### config.mk
export PLATFORM = sky130hd
export DESIGN_NAME = riscv_crypto_aes_inv_round
export DESIGN_NICKNAME = d
export VERILOG_FILES = /design/src/rtl/riscv_crypto_aes_inv_round_pkg.sv /design/src/rtl/riscv_crypto_aes_inv_mixcol.sv /design/src/rtl/riscv_crypto_aes_inv_sbox.sv /design/src/rtl/riscv_crypto_aes_inv_round.sv
export SDC_FILE = /design/constraint.sdc
export NUM_CORES = 2
export LEC_CHECK = 0
export CAP_MARGIN = 10
export CORE_UTILIZATION = 25
export CTS_CLUSTER_DIAMETER = 120
export DETAILED_ROUTE_END_ITERATION = 8
export SYNTH_ARGS = -nofsm -noshare
export SYNTH_HDL_FRONTEND = slang
export SYNTH_SLANG_ARGS = --single-unit
### constraint.sdc
create_clock -name g_clk -period 47.2 [get_ports g_clk]
set_input_delay 9.44 -clock g_clk [delete_from_list [all_inputs] [get_ports g_clk]]
set_output_delay 9.44 -clock g_clk [all_outputs]
set_load 0.01 [all_outputs]
### src/rtl/riscv_crypto_aes_inv_round_pkg.sv
// rtl/riscv_crypto_aes_inv_round_pkg.sv - shared constants and helpers for the AES inverse round unit
//
// Purpose: FSM state encoding, byte/row/column index helpers for the
//          FIPS-197 column-major 128-bit state layout, and GF(2^8) helpers.
// Ports:   none (package).
package riscv_crypto_aes_inv_round_pkg;

   typedef enum logic [1:0] {
      ST_IDLE = 2'd0,
      ST_BUSY = 2'd1,
      ST_DONE = 2'd2
   } aes_state_t;

   // Bit offset of the byte at (row, col): byte index is col*4 + row.
   function automatic logic [6:0] byte_lsb(input logic [1:0] row, input logic [1:0] col);
      return {col, row, 3'b000};
   endfunction

   // Bit offset of 32-bit column col.
   function automatic logic [6:0] col_lsb(input logic [1:0] col);
      return {col, 5'b00000};
   endfunction

   // Source column for InvShiftRows: (col - row) mod 4, wraps naturally in 2 bits.
   function automatic logic [1:0] src_col(input logic [1:0] row, input logic [1:0] col);
      return col - row;
   endfunction

   // Multiply by x modulo 0x11B.
   function automatic logic [7:0] xtime(input logic [7:0] a);
      return {a[6:0], 1'b0} ^ (a[7] ? 8'h1b : 8'h00);
   endfunction

   function automatic logic [7:0] gf_mul(input logic [7:0] a, input logic [7:0] b);
      logic [7:0] p;
      logic [7:0] t;
      p = 8'h00;
      t = a;
      for (int i = 0; i < 8; i++) begin
         if (b[i]) p = p ^ t;
         t = xtime(t);
      end
      return p;
   endfunction

endpackage

### src/rtl/riscv_crypto_aes_inv_mixcol.sv
// rtl/riscv_crypto_aes_inv_mixcol.sv - combinational InvMixColumns on one 32-bit column
//
// Purpose: out_r = 0e*a_r ^ 0b*a_(r+1) ^ 0d*a_(r+2) ^ 09*a_(r+3), built from
//          xtime chains (x2, x4, x8) per input byte.
// Ports:   col_in  [31:0] column, row r in bits [8r+7:8r]
//          col_out [31:0] mixed column, same layout
module riscv_crypto_aes_inv_mixcol
   import riscv_crypto_aes_inv_round_pkg::*;
(
   input  logic [31:0] col_in,
   output logic [31:0] col_out
);

   logic [7:0] m9 [4];
   logic [7:0] mb [4];
   logic [7:0] md [4];
   logic [7:0] me [4];

   for (genvar i = 0; i < 4; i++) begin : g_mul
      logic [7:0] a, x2, x4, x8;
      assign a  = col_in[8*i +: 8];
      assign x2 = xtime(a);
      assign x4 = xtime(x2);
      assign x8 = xtime(x4);
      assign m9[i] = x8 ^ a;
      assign mb[i] = x8 ^ x2 ^ a;
      assign md[i] = x8 ^ x4 ^ a;
      assign me[i] = x8 ^ x4 ^ x2;
   end

   for (genvar r = 0; r < 4; r++) begin : g_out
      assign col_out[8*r +: 8] = me[r] ^ mb[(r+1)%4] ^ md[(r+2)%4] ^ m9[(r+3)%4];
   end

endmodule

### src/rtl/riscv_crypto_aes_inv_sbox.sv
// rtl/riscv_crypto_aes_inv_sbox.sv - combinational inverse AES S-box
//
// Purpose: inverse affine transform followed by multiplicative inverse in
//          GF(2^8) (computed as x^254, which maps 0 to 0 as AES requires).
// Ports:   in_byte  [7:0] input byte
//          out_byte [7:0] InvSubBytes(in_byte)
module riscv_crypto_aes_inv_sbox
   import riscv_crypto_aes_inv_round_pkg::*;
(
   input  logic [7:0] in_byte,
   output logic [7:0] out_byte
);

   logic [7:0] b;
   logic [7:0] x2, x3, x12, x15, x60, x63, x252;

   always_comb begin
      // Inverse affine: b_i = s_(i+2) ^ s_(i+5) ^ s_(i+7) ^ 0x05
      b = {in_byte[6:0], in_byte[7]}
        ^ {in_byte[4:0], in_byte[7:5]}
        ^ {in_byte[1:0], in_byte[7:2]}
        ^ 8'h05;
      // Addition chain for b^254
      x2   = gf_mul(b, b);
      x3   = gf_mul(x2, b);
      x12  = gf_mul(gf_mul(x3, x3), gf_mul(x3, x3));
      x15  = gf_mul(x12, x3);
      x60  = gf_mul(gf_mul(x15, x15), gf_mul(x15, x15));
      x63  = gf_mul(x60, x3);
      x252 = gf_mul(gf_mul(x63, x63), gf_mul(x63, x63));
      out_byte = gf_mul(x252, x2);
   end

endmodule

### src/rtl/riscv_crypto_aes_inv_round.sv
// rtl/riscv_crypto_aes_inv_round.sv - iterative column-serial AES inverse-cipher round
//
// Purpose: one call applies InvShiftRows, InvSubBytes, AddRoundKey and
//          (unless in_last) InvMixColumns, one column per cycle.
// Ports:   g_clk, g_rst (sync active-high), flush (sync abort)
//          in_valid/in_ready, in_state[127:0], in_rkey[127:0], in_last
//          out_valid/out_ready, out_state[127:0]
module riscv_crypto_aes_inv_round
   import riscv_crypto_aes_inv_round_pkg::*;
(
   input  logic         g_clk,
   input  logic         g_rst,
   input  logic         flush,
   input  logic         in_valid,
   output logic         in_ready,
   input  logic [127:0] in_state,
   input  logic [127:0] in_rkey,
   input  logic         in_last,
   output logic         out_valid,
   input  logic         out_ready,
   output logic [127:0] out_state
);

   aes_state_t   fsm;
   logic [1:0]   col;
   logic [127:0] state_q;
   logic [127:0] rkey_q;
   logic         last_q;
   logic [127:0] result_q;

   logic [7:0]   sb_in  [4];
   logic [7:0]   sb_out [4];
   logic [31:0]  sub_col;
   logic [31:0]  mix_col;
   logic [31:0]  new_col;

   // InvShiftRows folded into the gather: row r of column c comes from column c-r.
   for (genvar r = 0; r < 4; r++) begin : g_row
      assign sb_in[r] = state_q[byte_lsb(2'(r), src_col(2'(r), col)) +: 8];
      riscv_crypto_aes_inv_sbox u_sbox (
         .in_byte  (sb_in[r]),
         .out_byte (sb_out[r])
      );
   end

   assign sub_col = {sb_out[3], sb_out[2], sb_out[1], sb_out[0]} ^ rkey_q[col_lsb(col) +: 32];

   riscv_crypto_aes_inv_mixcol u_mixcol (
      .col_in  (sub_col),
      .col_out (mix_col)
   );

   assign new_col = last_q ? sub_col : mix_col;

   always_ff @(posedge g_clk) begin
      if (g_rst) begin
         fsm      <= ST_IDLE;
         col      <= 2'd0;
         state_q  <= '0;
         rkey_q   <= '0;
         last_q   <= 1'b0;
         result_q <= '0;
      end else if (flush) begin
         fsm <= ST_IDLE;
         col <= 2'd0;
      end else begin
         case (fsm)
            ST_IDLE: begin
               if (in_valid) begin
                  state_q <= in_state;
                  rkey_q  <= in_rkey;
                  last_q  <= in_last;
                  col     <= 2'd0;
                  fsm     <= ST_BUSY;
               end
            end
            ST_BUSY: begin
               result_q[col_lsb(col) +: 32] <= new_col;
               col <= col + 2'd1;
               if (col == 2'd3) fsm <= ST_DONE;
            end
            ST_DONE: begin
               if (out_ready) fsm <= ST_IDLE;
            end
            default: fsm <= ST_IDLE;
         endcase
      end
   end

   assign in_ready  = (fsm == ST_IDLE);
   assign out_valid = (fsm == ST_DONE);
   assign out_state = result_q;

endmodule

==> impl_metrics.py <==
metrics = {
    "critical_path": {
        "r2r-end": "out_state[70]",
        "cp_common_cell": "xnor2_1",
        "slowest_stage": "xnor2_1",
        "worstPathRequired_ns": 47.80,
        "critPathMaxStageDelay_ns": 0.93,
        "cp-end-kind": "flop",
        "crit_arrival_ns": 28.73,
        "r2r_setup_slack_ns": 19.07,
        "worstSetupPathType": "reg2reg",
        "worstReg2RegStart": "col[0]",
        "reg2regPathDepth": 78,
        "path_max_fanout": 40,
        "startpoint_type": "flop",
    },
    "synth": {
        "synthAdderAreaFrac_pct": 0.7239,
        "ys_async_sr_fraction_pct": 0,
        "syn-num-nets": 8462,
        "synth_edf_count": 0,
        "synth.distinct_cells": 124,
        "synth-xor-area-share_pct": 41.05,
        "ys_seq_elements": 389,
        "seq_area_frac_synth_pct": 11.92,
        "synth_ff_type": "dfxtp_1",
        "synthMuxAreaShare_pct": 6.136,
        "synth_simple_gate_area_share_pct": 19.38,
        "synth_top_family_by_area": "XOR/XNOR gates",
        "postSynthAreaPerCell_sq_um": 8.000,
        "synth_cells": 8167,
        "synth_compound_area_share_pct": 16.35,
        "synth_area_sq_mm": 0.06534,
        "yosysWarnings": 0,
    },
    "worst_hold_path": {
        "hold-path-cell-count": 2,
        "hp-class": "reg2reg",
        "min_from": "out_state[47]",
        "whs_endpoint": "out_state[47]",
    },
    "sta": {
        "setup-violations-final": 0,
        "rsz0062_at_grt": "false",
        "fin_tns_setup_ns": 0,
        "fin_crit_ns": 28.13,
        "drv_slew": 0,
        "fin_crit_sh_pct": 59.59,
        "tightestPinTransition_ns": 1.119,
        "hold_violations": 0,
        "fin_skew_ns": 0.02215,
        "max_freq_mhz": 35.55,
        "slew_headroom_pct": 24.85,
    },
    "cts": {
        "cts-resized-gates": 0,
        "clockBufferDepth": 3,
        "cts_hold_buffers": 0,
        "post-cts-setup-buffers": 0,
        "cts_tree": "yes",
        "h-tree-depth": 2,
        "cts_root_buf": "clkbuf_16",
        "cts_sinks": 389,
        "clk_pin_slew_ns": 0.06,
        "cts_made_buffers": 48,
        "clkLatencyLatePin_ns": 0.68,
    },
    "route": {
        "drc": 0,
        "via_count": 58910,
        "ant_nets": 0,
        "drt_iter0_drc": 5633,
        "routed_wl_um": 231100,
        "via_per_inst": 5.033,
        "first_pass_iters": 6,
        "wl_per_cell_um": 19.75,
    },
    "grt": {
        "grt_max_degree": 120,
        "grt_usage_pct": 16.77,
        "grt_pass1_vias": 54240,
        "antenna_found_initial": 28,
        "grt_first_pass_wirelength_um": 346800,
        "grt_overflow": 0,
    },
    "floorplan": {
        "rows": 187,
        "die_area_sq_mm": 0.2634,
        "io_pins": 392,
        "die_height_um": 513.2,
        "core-area_sq_mm": 0.2597,
        "start_util_pct": 25.16,
        "die_w_um": 513.2,
    },
    "outcome": {
        "status": "complete, no violations",
    },
    "place": {
        "hpwl_um": 174500,
        "dp.cells": 11600,
        "port_buffers": 391,
        "place.gp.congestion": 0.9275,
    },
    "finish": {
        "final_cells": 11710,
        "nNetsFinal": 8541,
        "drive_above_1_share_pct": 7.641,
        "area_delta_synth_final_pct": 13.66,
    },
    "job": {
        "max-cap-violations": 0,
    },
}
-- state kept, by name, indices dropped and copies added, names as in the netlist --
name       count
col            2
fsm            2
last_q         1
out_state    128
rkey_q       128
state_q      128
-- cell usage in the layout (no fill, tap or decap), types with 200 or more instances in the layout --
master and instances:
dfxtp_1 387, nor2_1 854, xor2_1 421, nand2_1 1211, xnor2_1 1264, nor3_1 200, clkdlybuf4s50_1 390, a21oi_1 564
xnor3_1 355, o21ai_0 236
-- area by class of cell --
class,count,area [sq um]
diodes,19,47.55
multi-input cells,7117,54820
clock inverters,22,276.5
clock buffers,66,1350
well taps,3402,4257
inverters,123,461.7
flip-flops and latches,389,7795
repair buffers,567,5253
fillers,27890,185400
-- synthesized netlist by cell type (27+ instances only) --
cell type / instances / area (sq um)
nor3_1: 201 / 1006
nor4_1: 31 / 193.9
nor2_1: 854 / 3206
o21ai_0: 236 / 1181
inv_1: 94 / 352.8
nand2_1: 1211 / 4546
mux2i_1: 193 / 1932
a211oi_1: 64 / 480.5
o221ai_1: 31 / 271.5
buf_4: 51 / 382.9
buf_2: 121 / 605.6
clkbuf_1: 324 / 1216
and2_1: 54 / 337.8
nand2b_1: 72 / 450.4
o22ai_1: 72 / 450.4
nand3_1: 159 / 795.8
mux4_2: 67 / 1509
or3_1: 55 / 344.1
xnor3_1: 355 / 7995
a22oi_1: 61 / 457.9
a221oi_1: 36 / 315.3
xor3_1: 49 / 1165
ha_1: 33 / 412.9
nand4_1: 27 / 168.9
a21oi_1: 564 / 2823
dfxtp_1: 389 / 7787
a22o_1: 34 / 297.8
and3_1: 48 / 300.3
buf_1: 30 / 112.6
mux2_2: 47 / 529.3
o21a_1: 31 / 232.7
o21ai_1: 44 / 220.2
o31ai_1: 27 / 202.7
nor2b_1: 43 / 269.0
xnor2_1: 1273 / 11150
xor2_1: 432 / 3784
o211ai_1: 57 / 427.9
a21o_1: 30 / 225.2
xor2_2: 33 / 536.8
xnor2_2: 83 / 1350
a31oi_1: 55 / 344.1
-- worst max-delay path, delay by kind of cell, from the launching register on --
family,cells,cell delay (ns)
AO/OA/AOI/OAI,7,1.57
XOR/XNOR,40,14.93
adder cells (fa/ha/maj),6,2.78
buffers and inverters,8,2.87
flip-flops,1,0.50
multiplexers,6,2.69
AND/OR/NAND/NOR,11,2.62
-- worst max-delay path by stage --
stage,start,endpoint,slack (ns),cells past startpoint
global route,col[0],out_state[20],17.11,78
detailed placement,col[0],out_state[30],19.37,77
CTS,col[0],out_state[30],19.28,77
floorplan,col[0],out_state[13],21.58,101
global placement,col[0],out_state[45],19.55,82
finish,col[0],out_state[70],19.07,78
-- kinds of logic (layout without fill, tap and decap cells) --
kind of cell             count (synthesis)  after routing
AO/OA/AOI/OAI                         1623           1623
buffers and inverters                  661            778
multiplexers                           310            310
XOR/XNOR                              2258           2258
flip-flops                             389            389
adder cells (fa/ha/maj)                 39             39
other                                    0             19
AND/OR/NAND/NOR                       2887           2887
-- through the flow --
stage	util, %	hold WS [ns]	instance area, sq um	worst slack [ns]
after floorplan	-	0.4331	65340	21.58
after CTS	28.58	0.4503	74220	19.28
after detailed placement	27.95	0.4383	72590	19.37
after global routing	28.59	0.4657	74240	17.11
final	28.59	0.4482	74260	19.07
after global placement	27.95	0.4326	72590	19.55
-- layer usage --
layer / global-route usage (%) / routed length [um] / part of all wire (%)
met1: 22.06 / 100300 / 43
met2: 26.29 / 102800 / 44
met5: 0 / 157 / 0.068
met4: 10.29 / 15800 / 6.8
met3: 1.764 / 11980 / 5.2
Power is left out: the tool's default activity adds up to more than one toggle a clock period on the data nets, which glitch-free logic cannot reach.
